<file path="config.mk">
export PLATFORM = sky130hd
export DESIGN_NAME = alu_rr_scheduler_flat
export DESIGN_NICKNAME = d
export VERILOG_FILES = /design/src/rtl/alu_sched_pkg.sv /design/src/rtl/alu_rr_scheduler_if.sv /design/src/rtl/alu_rr_scheduler_arbiter.sv /design/src/rtl/alu_rr_scheduler.sv /design/src/flat_wrapper.sv
export SDC_FILE = /design/constraint.sdc
export NUM_CORES = 1
export LEC_CHECK = 0
export ABC_CLOCK_PERIOD_IN_PS = 4400
export CAP_MARGIN = 20
export CORE_AREA = 2 2 369 371
export DETAILED_ROUTE_END_ITERATION = 7
export DIE_AREA = 0 0 371 373
export GPL_ROUTABILITY_DRIVEN = 1
export HOLD_SLACK_MARGIN = 0.1
export PLACE_DENSITY_LB_ADDON = 0.2
export SLEW_MARGIN = 40
export SYNTH_ARGS = -nofsm -noshare
export SYNTH_HDL_FRONTEND = slang
export SYNTH_SLANG_ARGS = --single-unit
</file>
<file path="constraint.sdc">
create_clock -name clk -period 4.4 [get_ports clk]
set_input_delay 1.1 -clock clk [delete_from_list [all_inputs] [get_ports clk]]
set_output_delay 1.1 -clock clk [all_outputs]
set_load 0.005 [all_outputs]
</file>
<file path="src/rtl/alu_sched_pkg.sv">
// Shared definitions for the round-robin ALU scheduler.
//   - FSM state encoding (IDLE/EXEC/RESP)
//   - highest legal ALU opcode and a few named opcodes
//   - bit positions inside the 7-bit ALU flag vector
package alu_sched_pkg;

   localparam int FLAGW = 7;

   localparam logic [1:0] ST_IDLE = 2'd0;
   localparam logic [1:0] ST_EXEC = 2'd1;
   localparam logic [1:0] ST_RESP = 2'd2;

   localparam logic [5:0] OP_ADD = 6'd0;
   localparam logic [5:0] OP_SUB = 6'd1;
   localparam logic [5:0] OP_MUL = 6'd2;
   localparam logic [5:0] OP_DIV = 6'd3;
   localparam logic [5:0] OP_GE  = 6'd34;
   localparam logic [5:0] OP_MAX = 6'd34;

   localparam int FLG_CARRY    = 0;
   localparam int FLG_OVERFLOW = 1;
   localparam int FLG_ZERO     = 2;
   localparam int FLG_NEGATIVE = 3;
   localparam int FLG_PARITY   = 4;
   localparam int FLG_MODULO   = 5;
   localparam int FLG_SIGN     = 6;

endpackage

</file>
<file path="src/rtl/alu_rr_scheduler_if.sv">
// Request/response bundle of the ALU scheduler.
//   req_valid/req_ready : per-requester handshake (ready is a one-hot grant)
//   req_a/req_b/req_sel : packed operands/opcodes, requester i at [i*W +: W]
//   rsp_*               : single response channel, valid held until rsp_ready
// master = requester/consumer side, slave = scheduler side.
interface alu_rr_scheduler_if #(
   parameter int N    = 64,
   parameter int NREQ = 4,
   parameter int SELW = 6,
   parameter int IDW  = 2
) ();
   logic [NREQ-1:0]      req_valid;
   logic [NREQ-1:0]      req_ready;
   logic [NREQ*N-1:0]    req_a;
   logic [NREQ*N-1:0]    req_b;
   logic [NREQ*SELW-1:0] req_sel;
   logic                 rsp_valid;
   logic                 rsp_ready;
   logic [IDW-1:0]       rsp_id;
   logic [N-1:0]         rsp_result;
   logic [N-1:0]         rsp_upper;
   logic [6:0]           rsp_flags;
   logic                 rsp_err;

   modport master (
      output req_valid, req_a, req_b, req_sel, rsp_ready,
      input  req_ready, rsp_valid, rsp_id, rsp_result, rsp_upper, rsp_flags, rsp_err
   );

   modport slave (
      input  req_valid, req_a, req_b, req_sel, rsp_ready,
      output req_ready, rsp_valid, rsp_id, rsp_result, rsp_upper, rsp_flags, rsp_err
   );
endinterface

</file>
<file path="src/rtl/alu_rr_scheduler_arbiter.sv">
// rr_arbiter: combinational round-robin arbiter.
//   req     : request vector
//   ptr     : index of the highest-priority requester this cycle
//   en      : grant enable (no grant when low)
//   gnt     : one-hot grant of the first set req at or after ptr, wrapping
//   gnt_idx : binary index of gnt (0 when no grant)
module rr_arbiter #(
   parameter int NREQ = 4,
   parameter int IDW  = $clog2(NREQ)
) (
   input  logic [NREQ-1:0] req,
   input  logic [IDW-1:0]  ptr,
   input  logic            en,
   output logic [NREQ-1:0] gnt,
   output logic [IDW-1:0]  gnt_idx
);

   int         pos;
   logic [IDW-1:0] idx;
   logic       found;

   // Scan NREQ positions starting at ptr; wrap at NREQ (not 2**IDW) so
   // non-power-of-two requester counts rotate correctly.
   always_comb begin
      gnt     = '0;
      gnt_idx = '0;
      found   = 1'b0;
      pos     = 0;
      idx     = '0;
      for (int k = 0; k < NREQ; k++) begin
         pos = int'(ptr) + k;
         if (pos >= NREQ) pos = pos - NREQ;
         idx = IDW'(pos);
         if (en && !found && req[idx]) begin
            found      = 1'b1;
            gnt[idx]   = 1'b1;
            gnt_idx    = idx;
         end
      end
   end

endmodule

</file>
<file path="src/rtl/alu_rr_scheduler.sv">
// alu_rr_scheduler: shares one external combinational ALU among NREQ
// requesters with round-robin arbitration.
//   clk, rst      : clock, synchronous active-high reset
//   bus (slave)   : per-requester valid/ready + operands, response channel
//   alu_a/b/sel   : operands to the shared ALU (always the operand regs)
//   alu_result/upper/flags : ALU outputs, captured during EXEC
// Sequence per op: IDLE (grant) -> EXEC (ALU evaluates) -> RESP (hold).
module alu_rr_scheduler
   import alu_sched_pkg::*;
#(
   parameter int N    = 64,
   parameter int NREQ = 4,
   parameter int SELW = 6,
   parameter int IDW  = $clog2(NREQ)
) (
   input  logic              clk,
   input  logic              rst,
   alu_rr_scheduler_if.slave bus,
   output logic [N-1:0]      alu_a,
   output logic [N-1:0]      alu_b,
   output logic [SELW-1:0]   alu_sel,
   input  logic [N-1:0]      alu_result,
   input  logic [N-1:0]      alu_upper,
   input  logic [FLAGW-1:0]  alu_flags
);

   logic [1:0]       state_reg;
   logic [IDW-1:0]   ptr_reg;
   logic [IDW-1:0]   id_reg;
   logic [N-1:0]     op_a_reg;
   logic [N-1:0]     op_b_reg;
   logic [SELW-1:0]  op_sel_reg;
   logic [N-1:0]     rsp_result_reg;
   logic [N-1:0]     rsp_upper_reg;
   logic [FLAGW-1:0] rsp_flags_reg;
   logic             rsp_err_reg;

   logic [NREQ-1:0]  gnt;
   logic [IDW-1:0]   gnt_idx;
   logic             xfer;
   logic [IDW-1:0]   ptr_next;

   // Unpacked views of the packed requester buses.
   logic [N-1:0]     a_arr   [NREQ];
   logic [N-1:0]     b_arr   [NREQ];
   logic [SELW-1:0]  sel_arr [NREQ];

   genvar gi;
   generate
      for (gi = 0; gi < NREQ; gi++) begin : g_unpack
         assign a_arr[gi]   = bus.req_a[gi*N +: N];
         assign b_arr[gi]   = bus.req_b[gi*N +: N];
         assign sel_arr[gi] = bus.req_sel[gi*SELW +: SELW];
      end
   endgenerate

   // Grants only in IDLE and never while reset is asserted.
   rr_arbiter #(.NREQ(NREQ), .IDW(IDW)) u_arb (
      .req     (bus.req_valid),
      .ptr     (ptr_reg),
      .en      ((state_reg == ST_IDLE) && !rst),
      .gnt     (gnt),
      .gnt_idx (gnt_idx)
   );

   // Arbiter only grants valid requesters, so any grant is a transfer.
   assign xfer          = |gnt;
   assign ptr_next      = (gnt_idx == IDW'(NREQ-1)) ? '0 : gnt_idx + IDW'(1);
   assign bus.req_ready = gnt;

   always_ff @(posedge clk) begin
      if (rst) begin
         state_reg      <= ST_IDLE;
         ptr_reg        <= '0;
         id_reg         <= '0;
         op_a_reg       <= '0;
         op_b_reg       <= '0;
         op_sel_reg     <= '0;
         rsp_result_reg <= '0;
         rsp_upper_reg  <= '0;
         rsp_flags_reg  <= '0;
         rsp_err_reg    <= 1'b0;
      end else begin
         case (state_reg)
            ST_IDLE: begin
               if (xfer) begin
                  op_a_reg   <= a_arr[gnt_idx];
                  op_b_reg   <= b_arr[gnt_idx];
                  op_sel_reg <= sel_arr[gnt_idx];
                  id_reg     <= gnt_idx;
                  ptr_reg    <= ptr_next;
                  state_reg  <= ST_EXEC;
               end
            end
            ST_EXEC: begin
               rsp_result_reg <= alu_result;
               rsp_upper_reg  <= alu_upper;
               rsp_flags_reg  <= alu_flags;
               rsp_err_reg    <= (int'(op_sel_reg) > int'(OP_MAX));
               state_reg      <= ST_RESP;
            end
            ST_RESP: begin
               if (bus.rsp_ready) state_reg <= ST_IDLE;
            end
            default: state_reg <= ST_IDLE;
         endcase
      end
   end

   // ALU inputs come only from the operand regs so they never follow
   // requester inputs while an op is in flight.
   assign alu_a   = op_a_reg;
   assign alu_b   = op_b_reg;
   assign alu_sel = op_sel_reg;

   assign bus.rsp_valid  = (state_reg == ST_RESP);
   assign bus.rsp_id     = id_reg;
   assign bus.rsp_result = rsp_result_reg;
   assign bus.rsp_upper  = rsp_upper_reg;
   assign bus.rsp_flags  = rsp_flags_reg;
   assign bus.rsp_err    = rsp_err_reg;

endmodule
</file>
<file path="src/flat_wrapper.sv">
// flat-port wrapper written by rule: the top's interface ports become plain ports
module alu_rr_scheduler_flat import alu_sched_pkg::*;
#(
   parameter int N    = 64,
   parameter int NREQ = 4,
   parameter int SELW = 6,
   parameter int IDW  = $clog2(NREQ)
)
  (clk, rst, alu_a, alu_b, alu_sel, alu_result, alu_upper, alu_flags, bus_req_valid, bus_req_a, bus_req_b, bus_req_sel, bus_rsp_ready, bus_req_ready, bus_rsp_valid, bus_rsp_id, bus_rsp_result, bus_rsp_upper, bus_rsp_flags, bus_rsp_err);
  alu_rr_scheduler_if #(.N(N), .NREQ(NREQ), .SELW(SELW), .IDW(IDW)) bus_i ();
  input  logic clk;
  input  logic rst;
  output logic [N-1:0] alu_a;
  output logic [N-1:0] alu_b;
  output logic [SELW-1:0] alu_sel;
  input  logic [N-1:0] alu_result;
  input  logic [N-1:0] alu_upper;
  input  logic [FLAGW-1:0] alu_flags;
  input wire logic [$bits(bus_i.req_valid)-1:0] bus_req_valid;
  input wire logic [$bits(bus_i.req_a)-1:0] bus_req_a;
  input wire logic [$bits(bus_i.req_b)-1:0] bus_req_b;
  input wire logic [$bits(bus_i.req_sel)-1:0] bus_req_sel;
  input wire logic [$bits(bus_i.rsp_ready)-1:0] bus_rsp_ready;
  output wire logic [$bits(bus_i.req_ready)-1:0] bus_req_ready;
  output wire logic [$bits(bus_i.rsp_valid)-1:0] bus_rsp_valid;
  output wire logic [$bits(bus_i.rsp_id)-1:0] bus_rsp_id;
  output wire logic [$bits(bus_i.rsp_result)-1:0] bus_rsp_result;
  output wire logic [$bits(bus_i.rsp_upper)-1:0] bus_rsp_upper;
  output wire logic [$bits(bus_i.rsp_flags)-1:0] bus_rsp_flags;
  output wire logic [$bits(bus_i.rsp_err)-1:0] bus_rsp_err;
  assign bus_i.req_valid = bus_req_valid;
  assign bus_i.req_a = bus_req_a;
  assign bus_i.req_b = bus_req_b;
  assign bus_i.req_sel = bus_req_sel;
  assign bus_i.rsp_ready = bus_rsp_ready;
  assign bus_req_ready = bus_i.req_ready;
  assign bus_rsp_valid = bus_i.rsp_valid;
  assign bus_rsp_id = bus_i.rsp_id;
  assign bus_rsp_result = bus_i.rsp_result;
  assign bus_rsp_upper = bus_i.rsp_upper;
  assign bus_rsp_flags = bus_i.rsp_flags;
  assign bus_rsp_err = bus_i.rsp_err;
  alu_rr_scheduler #(.N(N), .NREQ(NREQ), .SELW(SELW), .IDW(IDW)) u_core (.clk(clk), .rst(rst), .bus(bus_i), .alu_a(alu_a), .alu_b(alu_b), .alu_sel(alu_sel), .alu_result(alu_result), .alu_upper(alu_upper), .alu_flags(alu_flags));
endmodule
</file>
==> summary by stage <==
Critical path
The critical path is of the input port to output port type. The worst setup path is captured at an output port. The worst path required time is 3.30 ns. The buffer and inverter count on the worst path is 5. STA classifies the critical path startpoint as an input port. Traced cell by cell, the critical path runs through dlygate4sd2_1 > buf_12 > nand2b_1 > mux4_2 > nor2_4 > buf_4 > nand2_2 > a21oi_4 > buf_6 > dlygate4sd2_1. The delay contributed by the slowest stage of the critical path is roughly 0.52 ns. The critical-path cell with the highest stage delay is sky130_fd_sc_hd__mux4_2. Of all nets on the critical path, the largest fanout is 9.

The most repeated library cell on the critical path is sky130_fd_sc_hd__dlygate4sd2_1. The arrival time at the worst endpoint is 3.16 ns. The cell type group with the largest total delay on the critical path is buffers and inverters.

Floorplanning
The height of the chip is around 370 microns. The total die area is 138,000 sq um. The floorplan die width is 371 microns.

The initial utilization of the core area, before any placement, comes to around a tenth. The core region is roughly 130,000 sq um. The floorplan row count is 135. The total I/O pin count is 955.

Placement
The weighted congestion reported at the end of routability-driven placement is 0.867. The cell total after placement is 4,581. Port buffering added 954 buffers. Summed over all nets, the half-perimeter wirelength after detailed placement is 74,100 microns.

Synthesis
The number of distinct library cell variants in the gate-level netlist after synthesis is 44. During synthesis, Yosys emitted a total of 0 warnings. The cell count after synthesis came out at between 1,500 and 2,000. The fraction of registers with async set or reset after synthesis is 0%.

For this run, the register share of the synthesized area comes to 38.5%. The number of flip-flops and latches in the synthesized netlist is approximately 280. When the netlist entered floorplanning its net count stood at approximately 2,600.

Among all flip-flop cells after synthesis, the most frequent one is sky130_fd_sc_hd__dfxtp_1. In this run the cell area of the synthesized design comes to 14,400 sq um. Dividing the synthesized area by the synthesized cell count gives about 7.5 sq um. In this run, synthesis inferred 0 flip-flops with an integrated enable.

GRT
The pin count of the biggest net entering global routing is 111. The number of global-route vias before repair was 18,300. The initial antenna violation count was 28. The first global-routing pass estimated 134,000 microns of wire. Summed over all layers, the global routing overflow is 0. The overall track demand over capacity in global routing is 13.3%.

Timing
The number of slew-limit violations in the final report is 0. For the pin with the worst max-slew slack, the measured transition is about 0.78 ns. Setup repair after global routing left no endpoint under its margin. The total count of hold-check failures in the final report is 0. Setup violations remaining at the end of the flow were counted as 0. In this run the tightest slew margin relative to its limit is 47.7%.

The worst clock skew is about 0.033 ns. Derived from the worst setup path, the maximum achievable clock frequency is between 0.2 and 0.25 GHz. The post-route clock period utilization is 96.9%. The routed design could run at a clock period as short as 4.26 ns.

Cells and area
Measured on the finished design, the core utilization comes to 20.9%. The most common cell after layout, fill and taps aside is sky130_fd_sc_hd__clkdlybuf4s50_1. The layout overhead on the synthesized area is 96.3%. The layout net count is 3,532. The layout filler cell count is roughly 15,000. The post-route netlist has under 10% of its cells at a drive strength greater than 1. The post-route non-filler standard cell count is 4,671.

Leaving out fill and tap cells, the most frequent cells in the layout are sky130_fd_sc_hd__clkdlybuf4s50_1, sky130_fd_sc_hd__nand2_1, sky130_fd_sc_hd__dfxtp_1, sky130_fd_sc_hd__a21oi_1, sky130_fd_sc_hd__a211oi_1.

Clocking
The clock tree from TritonCTS is done. The insertion delay to the later sink of the worst-skew pair is 0.62 ns. The H-tree was split into 2 levels. The number of buffers inserted during clock tree synthesis is 42. Clock tree synthesis selected as its root buffer the cell sky130_fd_sc_hd__clkbuf_16. The clock transition at the register clock pins on the worst setup and hold paths after CTS is 0.05 ns. The maximum number of buffers from clock root to sink is 3. Hold repair after CTS inserted 0 buffers. The clock drives 276 sinks.

Pwr
The cell-internal power is between 9 and 10 mW. Sequential cells account for 22.9% of the total power. The share of total power consumed by net switching is 40.5%. The clock network burns 23.2% of the power.

Across the VDD grid, the largest voltage drop is 290 uV. For this design the total switching power over the nets is 6.46 mW. In this run the power density over the cells is 566 nW/um^2. Of the total power, combinational logic draws between 50% and 60%. The leakage component of the power is 10.2 nW.

Outcome
The run finished with clean final reports.

Min path
The kind of path behind the tightest hold check is register to register.

Detailed routing
The wire length per cell is 20.7 microns. The first detailed-routing pass ran for 5 iterations. After detailed routing, the number of vias per cell comes to 3.81. The number of design-rule violations left by the first detailed-router iteration is 870. The post-route antenna net violation count is 0.

After detailed routing, the number of remaining DRC violations is 0. Summed over all layers, the routed wires come to 96,600 microns. The total vias in the final route is approximately 18,000.

Run
The tool flagged a number of max-cap violations equal to 0.
## synthesized netlist by cell type, types with 2 or more instances
cell	n	area (sq um)
sky130_fd_sc_hd__nand2b_1	6	37.5
sky130_fd_sc_hd__a221oi_1	4	35.0
sky130_fd_sc_hd__and3_1	134	838
sky130_fd_sc_hd__o21ai_1	2	10.0
sky130_fd_sc_hd__buf_2	44	220
sky130_fd_sc_hd__buf_1	5	18.8
sky130_fd_sc_hd__buf_4	10	75.1
sky130_fd_sc_hd__dfxtp_1	276	5530
sky130_fd_sc_hd__buf_6	29	327
sky130_fd_sc_hd__o22ai_1	2	12.5
sky130_fd_sc_hd__a22oi_1	3	22.5
sky130_fd_sc_hd__a21oi_1	274	1370
sky130_fd_sc_hd__a211oi_1	139	1040
sky130_fd_sc_hd__or3_1	2	12.5
sky130_fd_sc_hd__inv_1	2	7.51
sky130_fd_sc_hd__nor3_1	3	15.0
sky130_fd_sc_hd__nor2_1	13	48.8
sky130_fd_sc_hd__mux2i_1	5	50.1
sky130_fd_sc_hd__or2_2	2	12.5
sky130_fd_sc_hd__mux2_2	2	22.5
sky130_fd_sc_hd__nand2_1	678	2540
sky130_fd_sc_hd__ha_1	8	100
sky130_fd_sc_hd__clkbuf_1	112	420
sky130_fd_sc_hd__nor2b_1	3	18.8
sky130_fd_sc_hd__mux4_2	3	67.6
sky130_fd_sc_hd__a311o_1	134	1340
## worst reg2reg max path, cell delays in order, from the launching register on
cell and delay (ns):
sky130_fd_sc_hd__dfxtp_2 0.40, sky130_fd_sc_hd__inv_1 0.08, sky130_fd_sc_hd__ha_2 0.47, sky130_fd_sc_hd__mux4_2 0.45, sky130_fd_sc_hd__nor2b_4 0.18, sky130_fd_sc_hd__buf_4 0.13
sky130_fd_sc_hd__mux2i_1 0.14, sky130_fd_sc_hd__o21ai_4 0.19, sky130_fd_sc_hd__buf_12 0.21, sky130_fd_sc_hd__buf_4 0.32, sky130_fd_sc_hd__buf_4 0.25, sky130_fd_sc_hd__a211oi_1 0.07
sky130_fd_sc_hd__a311o_1 0.33, sky130_fd_sc_hd__a21oi_1 0.12
## routing by layer
| layer | global-route usage, % | share of wire, % | vias up |
|---|---|---|---|
| met2 | 23.5 | 50 | 625 |
| met1 | 14.9 | 39 | 8378 |
| li1 | - | - | 8638 |
| met4 | 4.24 | 2.4 | 32 |
| met3 | 4.30 | 8.1 | 127 |
| met5 | 0 | 0.22 | - |
## power groups by stage
stage	combinational [mW]	clock [mW]	sequential, mW
2_1_floorplan	3.88	0	3.68
5_1_grt	9.36	3.96	3.74
3_5_place_dp	8.70	0	3.70
3_3_place_gp	8.75	0	3.68
6_report	8.60	3.70	3.65
4_1_cts	8.83	3.90	3.66
## path summary, 6_finish.rpt
kind                                        from                             to  cells after the start  slack, ns
setup / recovery                bus_req_valid[1]               bus_req_ready[3]                     10       0.14
hold reg to reg    u_core.alu_a[58]$_SDFFE_PP0P_  u_core.alu_a[58]$_SDFFE_PP0P_                      2       0.45
setup reg to reg  u_core.ptr_reg[1]$_SDFFE_PP0P_  u_core.alu_a[26]$_SDFFE_PP0P_                     13       0.99
hold / removal     u_core.alu_a[58]$_SDFFE_PP0P_  u_core.alu_a[58]$_SDFFE_PP0P_                      2       0.45
## cell families (layout without fill, tap and decap cells)
family / Yosys count / after routing / share of synthesized area [%]
AND/OR/NAND/NOR: 851 / 851 / 25.2
AO/OA/AOI/OAI: 563 / 563 / 27.1
flip-flops: 276 / 276 / 38.5
buffers and inverters: 204 / 1170 / 7.51
multiplexers: 10 / 10 / 0.976
adder cells (fa/ha/maj): 8 / 8 / 0.697
XOR/XNOR: 1 / 1 / 0.0610
other: 0 / 11 / 0
## stage by stage
step / hold slack [ns] / setup WS [ns] / power (mW) / TNS, ns / instance area (sq um)
final: 0.451 / 0.138 / 16.0 / 0 / 28200
after floorplan: 0.453 / 0.968 / 7.56 / 0 / 14400
after global routing: 0.464 / 0.0707 / 17.1 / 0 / 28200
after CTS: 0.453 / 0.0301 / 16.4 / 0 / 28200
after detailed placement: 0.446 / -0.621 / 12.4 / -1.97 / 26600
after global placement: 0.441 / -0.653 / 12.4 / -2.06 / 26500
## cell type report
type / count / area [sq um] / share of cell area, %
Antenna cell: 11 / 27.5 / 0.0976
Clock buffer: 60 / 1210 / 4.29
Clock inverter: 17 / 289 / 1.03
Inverter: 4 / 17.5 / 0.0621
Multi-Input combinational cell: 1433 / 7920 / 28.1
Sequential cell: 276 / 5530 / 19.6
Tap cell: 1781 / 2230 / 7.90
Timing Repair Buffer: 1089 / 11000 / 39.0
## what timing repair did
action	CTS	global route
gates resized for setup	31	2
pin swaps	3	0
gates cloned	0	0
setup endpoints to repair	4	1
buffers inserted	2	0
Power figures use the tool's default switching activity.
